`src/rtl/sum_arbiter.sv`:
```
// Round-robin arbiter in front of one saturating accumulator.
// A granted requester streams a burst; the total is returned over valid/ready.
module sum_arbiter #(
    parameter int N_REQ  = 4,
    parameter int ID_W   = 2,
    parameter int DATA_W = 8,
    parameter int SUM_W  = 16,
    parameter int LEN_W  = 8
) (
    input  logic                    CLK,
    input  logic                    RST,
    input  logic [N_REQ-1:0]        req,
    input  logic [N_REQ*LEN_W-1:0]  len,
    input  logic [N_REQ*DATA_W-1:0] data,
    input  logic [N_REQ-1:0]        data_valid,
    output logic [N_REQ-1:0]        data_ready,
    output logic [N_REQ-1:0]        gnt,
    output logic                    busy,
    output logic [SUM_W-1:0]        result,
    output logic [ID_W-1:0]         result_id,
    output logic                    result_overflow,
    output logic                    result_valid,
    input  logic                    result_ready
);

    localparam logic [1:0] S_IDLE  = 2'd0;
    localparam logic [1:0] S_ACCUM = 2'd1;
    localparam logic [1:0] S_DONE  = 2'd2;

    logic [1:0]       state_q, state_d;
    logic [N_REQ-1:0] gnt_q, gnt_d;
    logic [ID_W-1:0]  id_q, id_d;
    logic [ID_W-1:0]  ptr_q, ptr_d;
    logic [LEN_W-1:0] cnt_q, cnt_d;
    logic [SUM_W-1:0] acc_q, acc_d;
    logic             ovf_q, ovf_d;

    logic              win_found;
    logic [ID_W-1:0]   win_idx;
    logic [LEN_W-1:0]  win_len;
    logic [DATA_W-1:0] cur_data;
    logic              cur_valid;
    logic [SUM_W:0]    sum;

    // Scan from the far end so the entry closest to ptr is written last.
    always_comb begin
        win_found = 1'b0;
        win_idx   = '0;
        for (int k = N_REQ - 1; k >= 0; k--) begin
            int p;
            p = int'(ptr_q) + k;
            if (p >= N_REQ) p = p - N_REQ;
            if (req[p]) begin
                win_found = 1'b1;
                win_idx   = ID_W'(p);
            end
        end
    end

    assign win_len   = len[int'(win_idx)*LEN_W +: LEN_W];
    assign cur_data  = data[int'(id_q)*DATA_W +: DATA_W];
    assign cur_valid = data_valid[id_q];
    assign sum       = {1'b0, acc_q} + (SUM_W+1)'(cur_data);

    always_comb begin
        state_d = state_q;
        gnt_d   = gnt_q;
        id_d    = id_q;
        ptr_d   = ptr_q;
        cnt_d   = cnt_q;
        acc_d   = acc_q;
        ovf_d   = ovf_q;
        unique case (state_q)
            S_IDLE: begin
                if (win_found) begin
                    id_d  = win_idx;
                    cnt_d = win_len;
                    acc_d = '0;
                    ovf_d = 1'b0;
                    if (win_len == '0) begin
                        state_d = S_DONE;
                        gnt_d   = '0;
                    end else begin
                        state_d = S_ACCUM;
                        gnt_d   = N_REQ'(1) << win_idx;
                    end
                end
            end
            S_ACCUM: begin
                if (cur_valid) begin
                    cnt_d = cnt_q - 1'b1;
                    // Once saturated, stay pinned at all-ones.
                    if (sum[SUM_W] || ovf_q) begin
                        acc_d = '1;
                        ovf_d = 1'b1;
                    end else begin
                        acc_d = sum[SUM_W-1:0];
                    end
                    if (cnt_q == LEN_W'(1)) begin
                        state_d = S_DONE;
                        gnt_d   = '0;
                    end
                end
            end
            S_DONE: begin
                if (result_ready) begin
                    state_d = S_IDLE;
                    if (id_q == ID_W'(N_REQ - 1)) ptr_d = '0;
                    else ptr_d = id_q + 1'b1;
                end
            end
            default: begin
                state_d = S_IDLE;
                gnt_d   = '0;
            end
        endcase
    end

    always_ff @(posedge CLK) begin
        if (RST) begin
            state_q <= S_IDLE;
            gnt_q   <= '0;
            id_q    <= '0;
            ptr_q   <= '0;
            cnt_q   <= '0;
            acc_q   <= '0;
            ovf_q   <= 1'b0;
        end else begin
            state_q <= state_d;
            gnt_q   <= gnt_d;
            id_q    <= id_d;
            ptr_q   <= ptr_d;
            cnt_q   <= cnt_d;
            acc_q   <= acc_d;
            ovf_q   <= ovf_d;
        end
    end

    assign gnt             = gnt_q;
    assign data_ready      = gnt_q;
    assign busy            = (state_q != S_IDLE);
    assign result          = acc_q;
    assign result_id       = id_q;
    assign result_overflow = ovf_q;
    assign result_valid    = (state_q == S_DONE);

endmodule
```
`config.mk`:
```
export PLATFORM = sky130hd
export DESIGN_NAME = sum_arbiter
export DESIGN_NICKNAME = d
export VERILOG_FILES = /design/src/rtl/sum_arbiter.sv
export SDC_FILE = /design/constraint.sdc
export NUM_CORES = 1
export LEC_CHECK = 0
export ABC_AREA = 1
export CORE_MARGIN = 2
export CORE_UTILIZATION = 30
export DETAILED_ROUTE_END_ITERATION = 6
export GPL_TIMING_DRIVEN = 0
export HOLD_SLACK_MARGIN = 0.08
export SLEW_MARGIN = 20
export SYNTH_ARGS = -nofsm -noshare
export SYNTH_HDL_FRONTEND = slang
export SYNTH_SLANG_ARGS = --single-unit
```
`constraint.sdc`:
```
create_clock -name CLK -period 7.11 [get_ports CLK]
set_clock_uncertainty 0.1 [all_clocks]
set_input_delay 1.7775 -clock CLK [delete_from_list [all_inputs] [get_ports CLK]]
set_output_delay 1.7775 -clock CLK [all_outputs]
set_load 0.01 [all_outputs]
```
======== After elaboration in Yosys (flattened, before gate mapping) ========
Cells that the tools add are included.
cells by class
  $add $sub $neg .......................... 10
  order comparisons ....................... 9
  eq/ne operators ......................... 9
  shift operators ......................... 3
  multiplexer cells ....................... 49
  bitwise logic cells ..................... 1
  reduce and logical (&&, ||, !) cells .... 11
operators by type and width
  operator                                                     count
  less-than comparator 32 x 4 -> 1 bit, second input constant  4
  two-way mux 32 bit                                           4
  indexed part select 32 x 6 -> 8 bit                          2
  two-way mux 16 bit                                           3
  one-hot mux 16 bit (2 select lines)                          1
  two-way mux 2 bit                                            10
  adder 16 x 8 -> 17 bit                                       1
  two-way mux 1 bit                                            16
  two-way mux 4 bit                                            4
  two-way mux 8 bit                                            2
  one-hot mux 8 bit (2 select lines)                           1
  one-hot mux 4 bit (3 select lines)                           1
  AND reduction 4 bit                                          3
  subtractor 3 x 3 -> 4 bit, second input constant             3
  binary-select mux 1 bit (select 2 bit)                       5
  greater-or-equal comparator 3 bit, second input constant     3
  equality test 8 x 1 -> 1 bit, second input constant          1
  logical NOT 8 bit                                            1
  inequality test 2 bit, second input constant                 4
  subtractor 8 x 1 -> 8 bit, second input constant             1
  adder 2 x 2 -> 3 bit, second input constant                  2
  one-hot mux 2 bit (3 select lines)                           1
  equality test 2 bit, second input constant                   2
  AND reduction 2 bit                                          2
  14 further kinds                                             15
storage, ports and cells
  flip-flop bits (word level) ............. 35
  input port bits ......................... 75

======== Depth between registers and ports, before layout ========
  depth after elaboration ................. 15
  gate-level depth with buffers ........... 20
  gate-level depth less buffers ........... 19

======== Worst setup path after synthesis ========
No wires, ideal clock.
  path kind ............................... input -> register
  start ................................... in data[8]
  end ..................................... reg acc_q[2] (netlist: result[2])
  setup time .............................. 132 ps
  arrival time ............................ 3707 ps
  setup slack ............................. 3171 ps
  stages .................................. 17
  path buffers ............................ 1
  path through ............................ o21ai_0 o22ai_1 ha_1 fa_1 nand2_1 inv_1 o21ai_0 nand2_1 nand2_1 a21oi_1 nand2_1 nor2_1 nand3_1 nand2_1 clkbuf_1 o21ai_0 a21oi_1
on the way
  word-level cells in the longest chain between the ends .. 6
ends and longest elaborated chain
  element                                RTL line  source
  from (decl)                            14        input logic [N_REQ*DATA_W-1:0] data,
  indexed part select 32 x 6 -> 8 bit *  61        assign cur_data = data[int'(id_q)*DATA_W +: DATA_W];
  adder 16 x 8 -> 17 bit *               63        assign sum = {1'b0, acc_q} + (SUM_W+1)'(cur_data);
  logical OR 1 bit                       93        if (sum[SUM_W] || ovf_q) begin
  two-way mux 16 bit *                   93
  two-way mux 16 bit *                   90        if (cur_valid) begin
  one-hot mux 16 bit (2 select lines) *  73        unique case (state_q)
  to (signal assigned)                   126       acc_q <= '0;
  to (signal assigned)                   134       acc_q <= acc_d;
  to (decl)                              35        logic [SUM_W-1:0] acc_q, acc_d;
Every way passes the cells marked *; elsewhere a longest branch is shown, timed or not. The select of a mux whose other input is x is not followed.
A chain may end at the register's enable or synchronous reset.

======== Final worst setup path ========
  start ................................... in data[16]
  end ..................................... reg acc_q[2] (netlist: result[2])
Same word-level chain as after synthesis.

==> out/qor.csv <==
metric,value,unit
yosys_warnings,0,
cts_resized,0,
outcome,completed,
dieArea,0.01015,mm2
core_region_area,0.009153,mm2
wl,8983,um
diodes,0,
finalHoldViolations,0,
synth_mux_area_share,0,%
syn-num-nets,543,
dr_total_vias,3363,
drtIter0Drc,221,
r2r_slack,3160,ps
synth_top_area_share,24.94,%
path_class,in2reg,
grtUsageTotal,17.93,%
avgSynthCellArea,6.160,um2
synth_seq_area_share,24.94,%
dp.cells,670,
pin_count,104,
synth_edf_count,0,
period_minus_slack,4651,ps
start_kind,input pin,
layout_setup_ws,2459,ps
ys.flop_type,dfxtp_1,
synthAdderAreaFrac,5.612,%
rows,35,
maxSlewHeadroom,60.85,%
synth_cells,456,
cp_max_fo,10,
ys_ff_latch,35,
routedWlPerCell,13.25,um
area_growth,45.66,%
cp-end-kind,flop,
fp.dieH,100.8,um
synthSimpleGateAreaFrac,33.01,%
ys_types,36,
clk_latency,290,ps
hp-class,reg2reg,
vias_per_cell,4.960,
finalSetupViolCount,0,
firstDrtPassIters,4,
drive_gt1_share,5.820,%
clockBufferDepth,2,
async_reset_ff_share,0,%
synth_top_family_by_area,simple AND/OR/NAND/NOR gates,
synth_compound_area_share,23.16,%
yosys.cell_count.top_type,nand2_1,
rsz0062_at_grt,no,
place_hpwl,7063,um
ant_nets,0,
r2r_start,result_id[0]$_SDFFE_PP0P_,
synth_commonest_cells,"nand2_1 (108), o21ai_0 (54), nor2_1 (51), a21oi_1 (50), dfxtp_1 (35)",
start_util,30.69,%
place_congestion,0.9337,
path_clk_slew,80,ps
cts_setup_buffers,0,
cp_common_cell,nand2_1,
final_cells,678,
die_w,100.8,um
nets,653,
port_buffers,103,
hp-start,result[5]$_SDFFE_PP0P_,
pre_cts_slack,2119,ps
synth_area_leader_cell,dfxtp_1,
cts-root-buf,clkbuf_8,
tightest_slew,581.8,ps
grt_pass1_vias,3201,
cts_tree,built,
power.static_leakage,1.763,nW
drv_slew,0,
cp.required,7230,ps
cts_sinks,35,
cts.htree.levels,2,
antenna_found_initial,0,
cap_violations,0,
cts-hold-fix-buffers,0,
cp_cell_sequence,clkdlybuf4s50_1 -> o21ai_0 -> o22ai_1 -> ha_1 -> fa_1 -> nand2_1 -> inv_1 -> o21ai_0 -> nand2_1 -> nand2_1 -> a21oi_1 -> nand2_1 -> nor2_1 -> nand3_1 -> nand2_1 -> clkbuf_1 -> o21ai_0 -> a21oi_1,
cts_buffers,5,
max_stage_delay,450,ps
tns,0,ps
drc_errors,0,
grt_max_degree,13,
peakVddDrop,0.1100,mV
crit_start,data[16],
grt_first_pass_wirelength,14920,um
overflow,0,
final.period_utilization,65.41,%
powerDensity,326.4,mW/mm2
synth_area_leaders,"dfxtp_1 (25%), nand2_1 (14%), o21ai_0 (9.6%)",
arrival,4770,ps
synth_xor_area_share,4.365,%
max_freq,215.0,MHz
netlist_area,0.002809,mm2
crit_slowest_cell,clkdlybuf4s50_1,
[registers in the layout, summed over array words and instances, names as in the netlist]
name,count
state_q,2
result_overflow,1
result,16
cnt_q,8
data_ready,4
ptr_q,2
result_id,2
[where the power goes]
group	internal, mW	switching [mW]
sequential	0.244	0.0451
clock	0.104	0.0806
combinational	0.350	0.511
[cells by family (layout without fill, tap and decap cells)]
| group | Yosys count | in the layout |
|---|---|---|
| fa+ha+maj | 12 | 12 |
| xor+xnor | 14 | 14 |
| buf+inv | 56 | 167 |
| simple gates | 217 | 217 |
| compound gates | 122 | 122 |
| flops | 35 | 35 |
[metal layers]
layer	GRT usage, %	wire length [um]	up-vias
met4	3.267	97	0
met2	30.72	4384	60
li1	-	-	1752
met1	24.42	4125	1540
met3	2.080	376	11
met5	0	0	-
[through the flow]
step / hold slack, ps / power, mW / instance area [um2] / util, %
global placement: 375.8 / 1.149 / 3979 / 43.47
global route: 416.9 / 1.475 / 4091 / 44.70
finish: 389.5 / 1.336 / 4091 / 44.70
floorplan: 400.8 / 0.8786 / 2809 / -
detailed placement: 380.2 / 1.156 / 3979 / 43.47
CTS: 391.7 / 1.348 / 4091 / 44.70
[cells in the final DEF, fill, tap and decap left out, drive strengths merged, types with 2 or more instances in the layout]
master           n
xor2             9
buf             13
nor3             3
nand3           33
nand2          113
o21ai           54
clkdlybuf4s50  103
clkbuf          15
xnor2            5
nand4           10
a21oi           51
o22ai            8
nor2            54
a21o             2
clkinv           3
dfxtp           35
nand3b           2
ha              11
inv             32
o31ai            2
[area by class of cell]
cell class | count | area, um2
fillers | 953 | 5061
multi-input cells | 365 | 1858
repair buffers | 103 | 1031
flip-flops and latches | 35 | 700.7
well taps | 111 | 138.9
plain buffers | 23 | 126.4
inverters | 33 | 123.9
clock buffers | 5 | 68.82
clock inverters | 3 | 43.79
[critical path: cells and delay by family]
| family | cells | cell delay [ps] |
|---|---|---|
| fa+ha+maj | 2 | 410 |
| buf+inv | 3 | 870 |
| simple gates | 7 | 790 |
| compound gates | 6 | 890 |
[final timing paths]
| kind | endpoint | cells after the start |
|---|---|---|
| worst max-delay path | result[2]$_SDFFE_PP0P_ | 18 |
| worst min-delay path | result[5]$_SDFFE_PP0P_ | 2 |
| worst max register to register | result[2]$_SDFFE_PP0P_ | 19 |
| worst min register to register | result[5]$_SDFFE_PP0P_ | 2 |
No activity file was read; power rests on OpenSTA's default activity.
